**config.mk**
```make
export PLATFORM = sky130hd
export DESIGN_NAME = booth_mult_n
export DESIGN_NICKNAME = d
export VERILOG_FILES = /design/src/rtl/booth_pkg.sv /design/src/rtl/booth_step.sv /design/src/rtl/booth_mult_n.sv
export SDC_FILE = /design/constraint.sdc
export NUM_CORES = 1
export LEC_CHECK = 0
export BUFFER_PORTS_ARGS = -buffer_cell sky130_fd_sc_hd__buf_2
export CORE_ASPECT_RATIO = 1.2
export CORE_MARGIN = 1
export CORE_UTILIZATION = 48
export CTS_BUF_LIST = sky130_fd_sc_hd__clkbuf_8
export CTS_CLUSTER_DIAMETER = 200
export DETAILED_ROUTE_END_ITERATION = 16
export GPL_TIMING_DRIVEN = 0
export PLACE_DENSITY = 0.7
export SYNTH_ARGS = -nofsm -noshare
export SYNTH_HDL_FRONTEND = slang
export SYNTH_SLANG_ARGS = --single-unit
```
**constraint.sdc**
```tcl
create_clock -name clk -period 6 [get_ports clk]
set_input_delay 1.8 -clock clk [delete_from_list [all_inputs] [get_ports clk]]
set_output_delay 1.8 -clock clk [all_outputs]
set_load 0.02 [all_outputs]
```
**src/rtl/booth_pkg.sv**
```systemverilog
// Shared definitions for the radix-2 Booth multiplier slice.
//   booth_state_t : FSM state encoding (IDLE, CALC, DONE)
//   BOOTH_ADD/SUB : {Q[0], q_m1} pairs that select add / subtract of M
package booth_pkg;

  typedef enum logic [1:0] {
    IDLE = 2'd0,
    CALC = 2'd1,
    DONE = 2'd2
  } booth_state_t;

  localparam logic [1:0] BOOTH_ADD = 2'b01;
  localparam logic [1:0] BOOTH_SUB = 2'b10;

endpackage

```
**src/rtl/booth_step.sv**
```systemverilog
// One combinational radix-2 Booth iteration.
// Ports:
//   acc_in  [WIDTH:0]   accumulator A (guard bit included)
//   q_in    [WIDTH-1:0] multiplier register Q
//   qm1_in              extra bit q_m1
//   m_in    [WIDTH:0]   sign-extended multiplicand M
//   acc_out/q_out/qm1_out : next {A, Q, q_m1} after add/sub and arithmetic shift
module booth_step
  import booth_pkg::*;
#(
  parameter int WIDTH = 8
) (
  input  logic [WIDTH:0]   acc_in,
  input  logic [WIDTH-1:0] q_in,
  input  logic             qm1_in,
  input  logic [WIDTH:0]   m_in,
  output logic [WIDTH:0]   acc_out,
  output logic [WIDTH-1:0] q_out,
  output logic             qm1_out
);

  logic [WIDTH:0] sum;

  always_comb begin
    sum = acc_in;
    case ({q_in[0], qm1_in})
      BOOTH_ADD: sum = acc_in + m_in;
      BOOTH_SUB: sum = acc_in - m_in;
      default:   sum = acc_in;
    endcase
  end

  // Arithmetic right shift of {sum, Q, q_m1}, replicating the sign of sum.
  always_comb begin
    acc_out = {sum[WIDTH], sum[WIDTH:1]};
    q_out   = {sum[0], q_in[WIDTH-1:1]};
    qm1_out = q_in[0];
  end

endmodule

```
**src/rtl/booth_mult_n.sv**
```systemverilog
// Sequential radix-2 Booth multiplier, signed WIDTH x WIDTH -> 2*WIDTH.
// Ports:
//   clk, rst_n (async, active low)
//   start   : request, sampled only in IDLE
//   a, b    : signed multiplicand / multiplier, captured at accept
//   busy    : high from the cycle after accept through the done cycle
//   done    : one-cycle pulse, product valid in that cycle
//   product : signed a*b, held until the next done
// Optional: define BOOTH_ZERO_SKIP_EN to finish in one cycle when a or b is zero.
module booth_mult_n
  import booth_pkg::*;
#(
  parameter int WIDTH = 8
) (
  input  logic                 clk,
  input  logic                 rst_n,
  input  logic                 start,
  input  logic [WIDTH-1:0]     a,
  input  logic [WIDTH-1:0]     b,
  output logic                 busy,
  output logic                 done,
  output logic [2*WIDTH-1:0]   product
);

  localparam int CNT_W = $clog2(WIDTH + 1);

  booth_state_t state, state_nxt;

  logic [WIDTH:0]   acc_r, m_r, acc_nxt;
  logic [WIDTH-1:0] q_r, q_nxt;
  logic             qm1_r, qm1_nxt;
  logic [CNT_W-1:0] cnt_r;

  logic accept;
  logic zero_op;
  logic last_iter;

  assign accept    = (state == IDLE) && start;
  assign last_iter = (state == CALC) && (cnt_r == CNT_W'(1));

`ifdef BOOTH_ZERO_SKIP_EN
  assign zero_op = (a == '0) || (b == '0);
`else
  assign zero_op = 1'b0;
`endif

  booth_step #(.WIDTH(WIDTH)) u_step (
    .acc_in  (acc_r),
    .q_in    (q_r),
    .qm1_in  (qm1_r),
    .m_in    (m_r),
    .acc_out (acc_nxt),
    .q_out   (q_nxt),
    .qm1_out (qm1_nxt)
  );

  // State register
  always_ff @(posedge clk or negedge rst_n) begin
    if (!rst_n) state <= IDLE;
    else        state <= state_nxt;
  end

  // Next-state logic
  always_comb begin
    state_nxt = state;
    unique case (state)
      IDLE: if (start) state_nxt = zero_op ? DONE : CALC;
      CALC: if (cnt_r == CNT_W'(1)) state_nxt = DONE;
      DONE: state_nxt = IDLE;
      default: state_nxt = IDLE;
    endcase
  end

  // Outputs decoded from registered state only
  always_comb begin
    busy = (state != IDLE);
    done = (state == DONE);
  end

  // Operand / accumulator / counter registers
  always_ff @(posedge clk or negedge rst_n) begin
    if (!rst_n) begin
      acc_r <= '0;
      m_r   <= '0;
      q_r   <= '0;
      qm1_r <= 1'b0;
      cnt_r <= '0;
    end else if (accept) begin
      m_r   <= {a[WIDTH-1], a};
      acc_r <= '0;
      q_r   <= b;
      qm1_r <= 1'b0;
      cnt_r <= CNT_W'(WIDTH);
    end else if (state == CALC) begin
      acc_r <= acc_nxt;
      q_r   <= q_nxt;
      qm1_r <= qm1_nxt;
      cnt_r <= cnt_r - CNT_W'(1);
    end
  end

  // Product loads only on the edge entering DONE; the final iteration's
  // result is taken straight from the step logic rather than the registers.
  always_ff @(posedge clk or negedge rst_n) begin
    if (!rst_n) begin
      product <= '0;
    end else if (last_iter) begin
      product <= {acc_nxt[WIDTH-1:0], q_nxt};
    end else if (accept && zero_op) begin
      product <= '0;
    end
  end

endmodule

```
==> impl_metrics.py <==
metrics = {
    "placed_design": {
        "gp_congestion": 0.8475,
        "io_buffer_count": 36,
        "dp_hpwl_um": 4009,
    },
    "detailed_routing": {
        "firstDrtPassIters": 4,
        "routed.top_layer": "met4",
        "dr_wl_met2_um": 2695,
        "drt-total-wl_um": 5367,
        "avgViaCountPerCell": 5.368,
        "drt_iter0_drc": 90,
        "route.vias.total": 2040,
        "ant_nets": 0,
        "m1WireLength_um": 2434,
        "avgRoutedWirePerCell_um": 14.12,
        "drc": 0,
        "met3_wirelength_um": 144,
    },
    "clock_tree": {
        "clk_pin_slew_worst_paths_ps": 80,
        "cts-resized-gates": 0,
        "cts_inserted_buffers": 5,
        "root_buffer": "clkbuf_8",
        "clockBufferDepth": 2,
        "clock_sinks": 47,
        "clk_latency_ps": 300,
        "hold_buffers": 0,
        "cts_tree": "yes",
        "htree_num_levels": 2,
        "cts_setup_buffers": 0,
    },
    "sta": {
        "final_max_slew_viol_count": 0,
        "fmax_mhz": 335.8,
        "setup_viol": 0,
        "final.min_clock_period_ps": 2978,
        "clock_skew_ps": 3.915,
        "worstMarginPinSlew_ps": 1014,
        "rsz0062_at_grt": "no",
        "fin_crit_sh": 0.4963,
        "hold_viol": 0,
        "slew_headroom": 0.3240,
        "finalSetupTns_ps": 0,
    },
    "global_routing": {
        "grt_pass1_vias": 1945,
        "grt.overflow.total": 0,
        "grtUsageTotal": 0.2264,
        "antenna_found_initial": 0,
        "grt_pass1_wl_um": 9190,
        "grt_max_degree": 48,
    },
    "critical_path": {
        "worst-path-max-fanout": 5,
        "reg2reg_from": "m_r[0]",
        "crit_type": "register to register",
        "startpoint_type": "register",
        "cp.required_ps": 6210,
        "worstPathArrival_ps": 3180,
        "r2r_slack_ps": 3020,
        "end_kind": "register",
        "r2r-end": "product[14]",
        "r2r.worst_path.cells": 11,
    },
    "yosys": {
        "muxShareOfSynthArea": 0.02052,
        "ys_warn_count": 0,
        "synth_compound_area_frac": 0.1577,
        "post_synth.cell_area_avg_um2": 8.992,
        "ys.flop_type": "dfrtp_1",
        "synth_top_area_frac": 0.4705,
        "synth_fa_ha_area_frac": 0.06807,
        "syn_nets": 310,
        "yosys.area_share.simple": 0.2052,
        "synth_edf_count": 0,
        "synth_area_um2": 2500,
        "synth_top_cell_by_area": "dfrtp_1",
        "synth_xor_area_frac": 0.04204,
        "synth_area_leaders": "dfrtp_1, nand2_1, ha_1",
        "synth-seq-area-share": 0.4705,
        "ys_seq_elements": 47,
        "synth_top_family_by_area": "simple AND/OR/NAND/NOR gates",
        "yosysUniqueCellTypes": 43,
        "synth-async-reset-ratio": 1.000,
        "syn_inst": 278,
    },
    "die": {
        "io_pins": 37,
        "die_h_um": 81.06,
        "core_um2": 4975,
        "initial_core_util": 0.5025,
        "die-area_um2": 5502,
        "row_count": 28,
        "die_w_um": 67.88,
    },
    "final_layout": {
        "nets": 353,
        "diodes": 0,
        "layout-drive-gt1-share": 0.1406,
        "area_growth_pct": 13.11,
        "n_fill_cell": 477,
    },
    "run_status": {
        "status": "finished clean",
    },
    "worst_hold_path": {
        "hold_path.class": "register to register",
        "hp-start": "product[6]",
        "holdPathEnd": "product[6]",
        "hold_depth": 2,
    },
    "flow_run": {
        "maxCapViolCount": 0,
    },
}
## cells in the mapped netlist, types with 4 or more instances
master,count
nand2_1,72
dfrtp_1,47
o21ai_0,20
nor2_1,14
clkbuf_1,12
ha_1,12
inv_1,11
nand3_1,10
xnor2_1,9
a22oi_1,7
a21oi_1,5
o21ai_1,5
mux2i_1,4
nor3_1,4
## per-stage QoR
step	std cells	setup slack (ps)	instance area [µm²]	hold slack, ps	util
final	380	3022	2828	474.5	0.5684
after global routing	380	2814	2828	495.3	0.5684
after CTS	380	2998	2828	480.9	0.5684
after detailed placement	374	2979	2755	461.1	0.5538
after global placement	374	3023	2755	455.1	0.5538
after floorplan	278	3336	2500	461.1	-
## how the worst max path moves through the flow
stage | from | end | slack (ps) | cells after the start
2_1_floorplan | start | acc_r[7] | 3340 | 5
3_3_place_gp | start | acc_r[7] | 3020 | 6
3_5_place_dp | start | acc_r[7] | 2980 | 6
4_1_cts | m_r[0] | acc_r[7] | 3000 | 11
5_1_grt | m_r[0] | acc_r[6] | 2810 | 11
6_report | m_r[0] | product[14] | 3020 | 11
## area by class of cell
| cell class | count | area (µm²) | area share |
|---|---|---|---|
| inverter | 12 | 45.04 | 0.01593 |
| clock inverter | 1 | 3.754 | 0.001327 |
| buffer | 12 | 45.04 | 0.01593 |
| multi-input combinational | 207 | 1234 | 0.4363 |
| sequential | 47 | 1176 | 0.4159 |
| clock buffer | 5 | 68.82 | 0.02434 |
| tap | 60 | 75.07 | 0.02655 |
| timing repair buffer | 36 | 180.2 | 0.06372 |
## critical path, stage by stage (launching register included)
cell	delay, ps
dfrtp_1	430
inv_1	90
ha_1	160
or3b_1	430
nand2b_1	130
xor2_1	210
ha_1	330
a21o_1	180
a31oi_1	220
nand3_1	120
mux2_1	360
o31ai_1	230
## logic make-up (layout without fill, tap and decap cells)
logic type / after synthesis / after routing
AOI/OAI and AO/OA: 60 / 60
xor gates and xnor gates: 12 / 12
adders and majority gates: 13 / 13
buffers and inverters: 24 / 66
DFF: 47 / 47
muxes: 5 / 5
and+or+nand+nor: 117 / 117
## routing by layer
layer | vias to the layer above | GRT usage
li1 | 1030 | -
met1 | 962 | 0.2985
met2 | 40 | 0.3802
met3 | 8 | 0.03371
met4 | 0 | 0.06875
met5 | - | 0
## state kept, by name, summed over array words and instances (netlist names)
name     count
state        2
cnt_r        4
m_r          8
product     16
acc_r        8
qm1_r        1
q_r          8
## layout by cell type, fill, tap and decap left out, types with 2 or more instances in the layout
master    count
buf_2        36
nand2_1      72
dfrtp_1      47
xnor2_1       9
nand2b_1      2
o21ai_0      20
and2_1        3
o21a_1        3
a31oi_1       3
o211ai_1      2
clkbuf_1     12
o31ai_1       3
nor3b_1       2
o21ai_1       5
a21oi_1       5
a22oi_1       7
nor2b_1       3
ha_1         12
nand3_1      10
a21o_1        2
clkbuf_8      5
nor3_1        4
a211oi_1      2
inv_1        12
nor2_1       14
mux2i_1       4
xor2_1        3
Power is left out: the tool's default activity adds up to more than one toggle a clock period on the data nets, which glitch-free logic cannot reach.
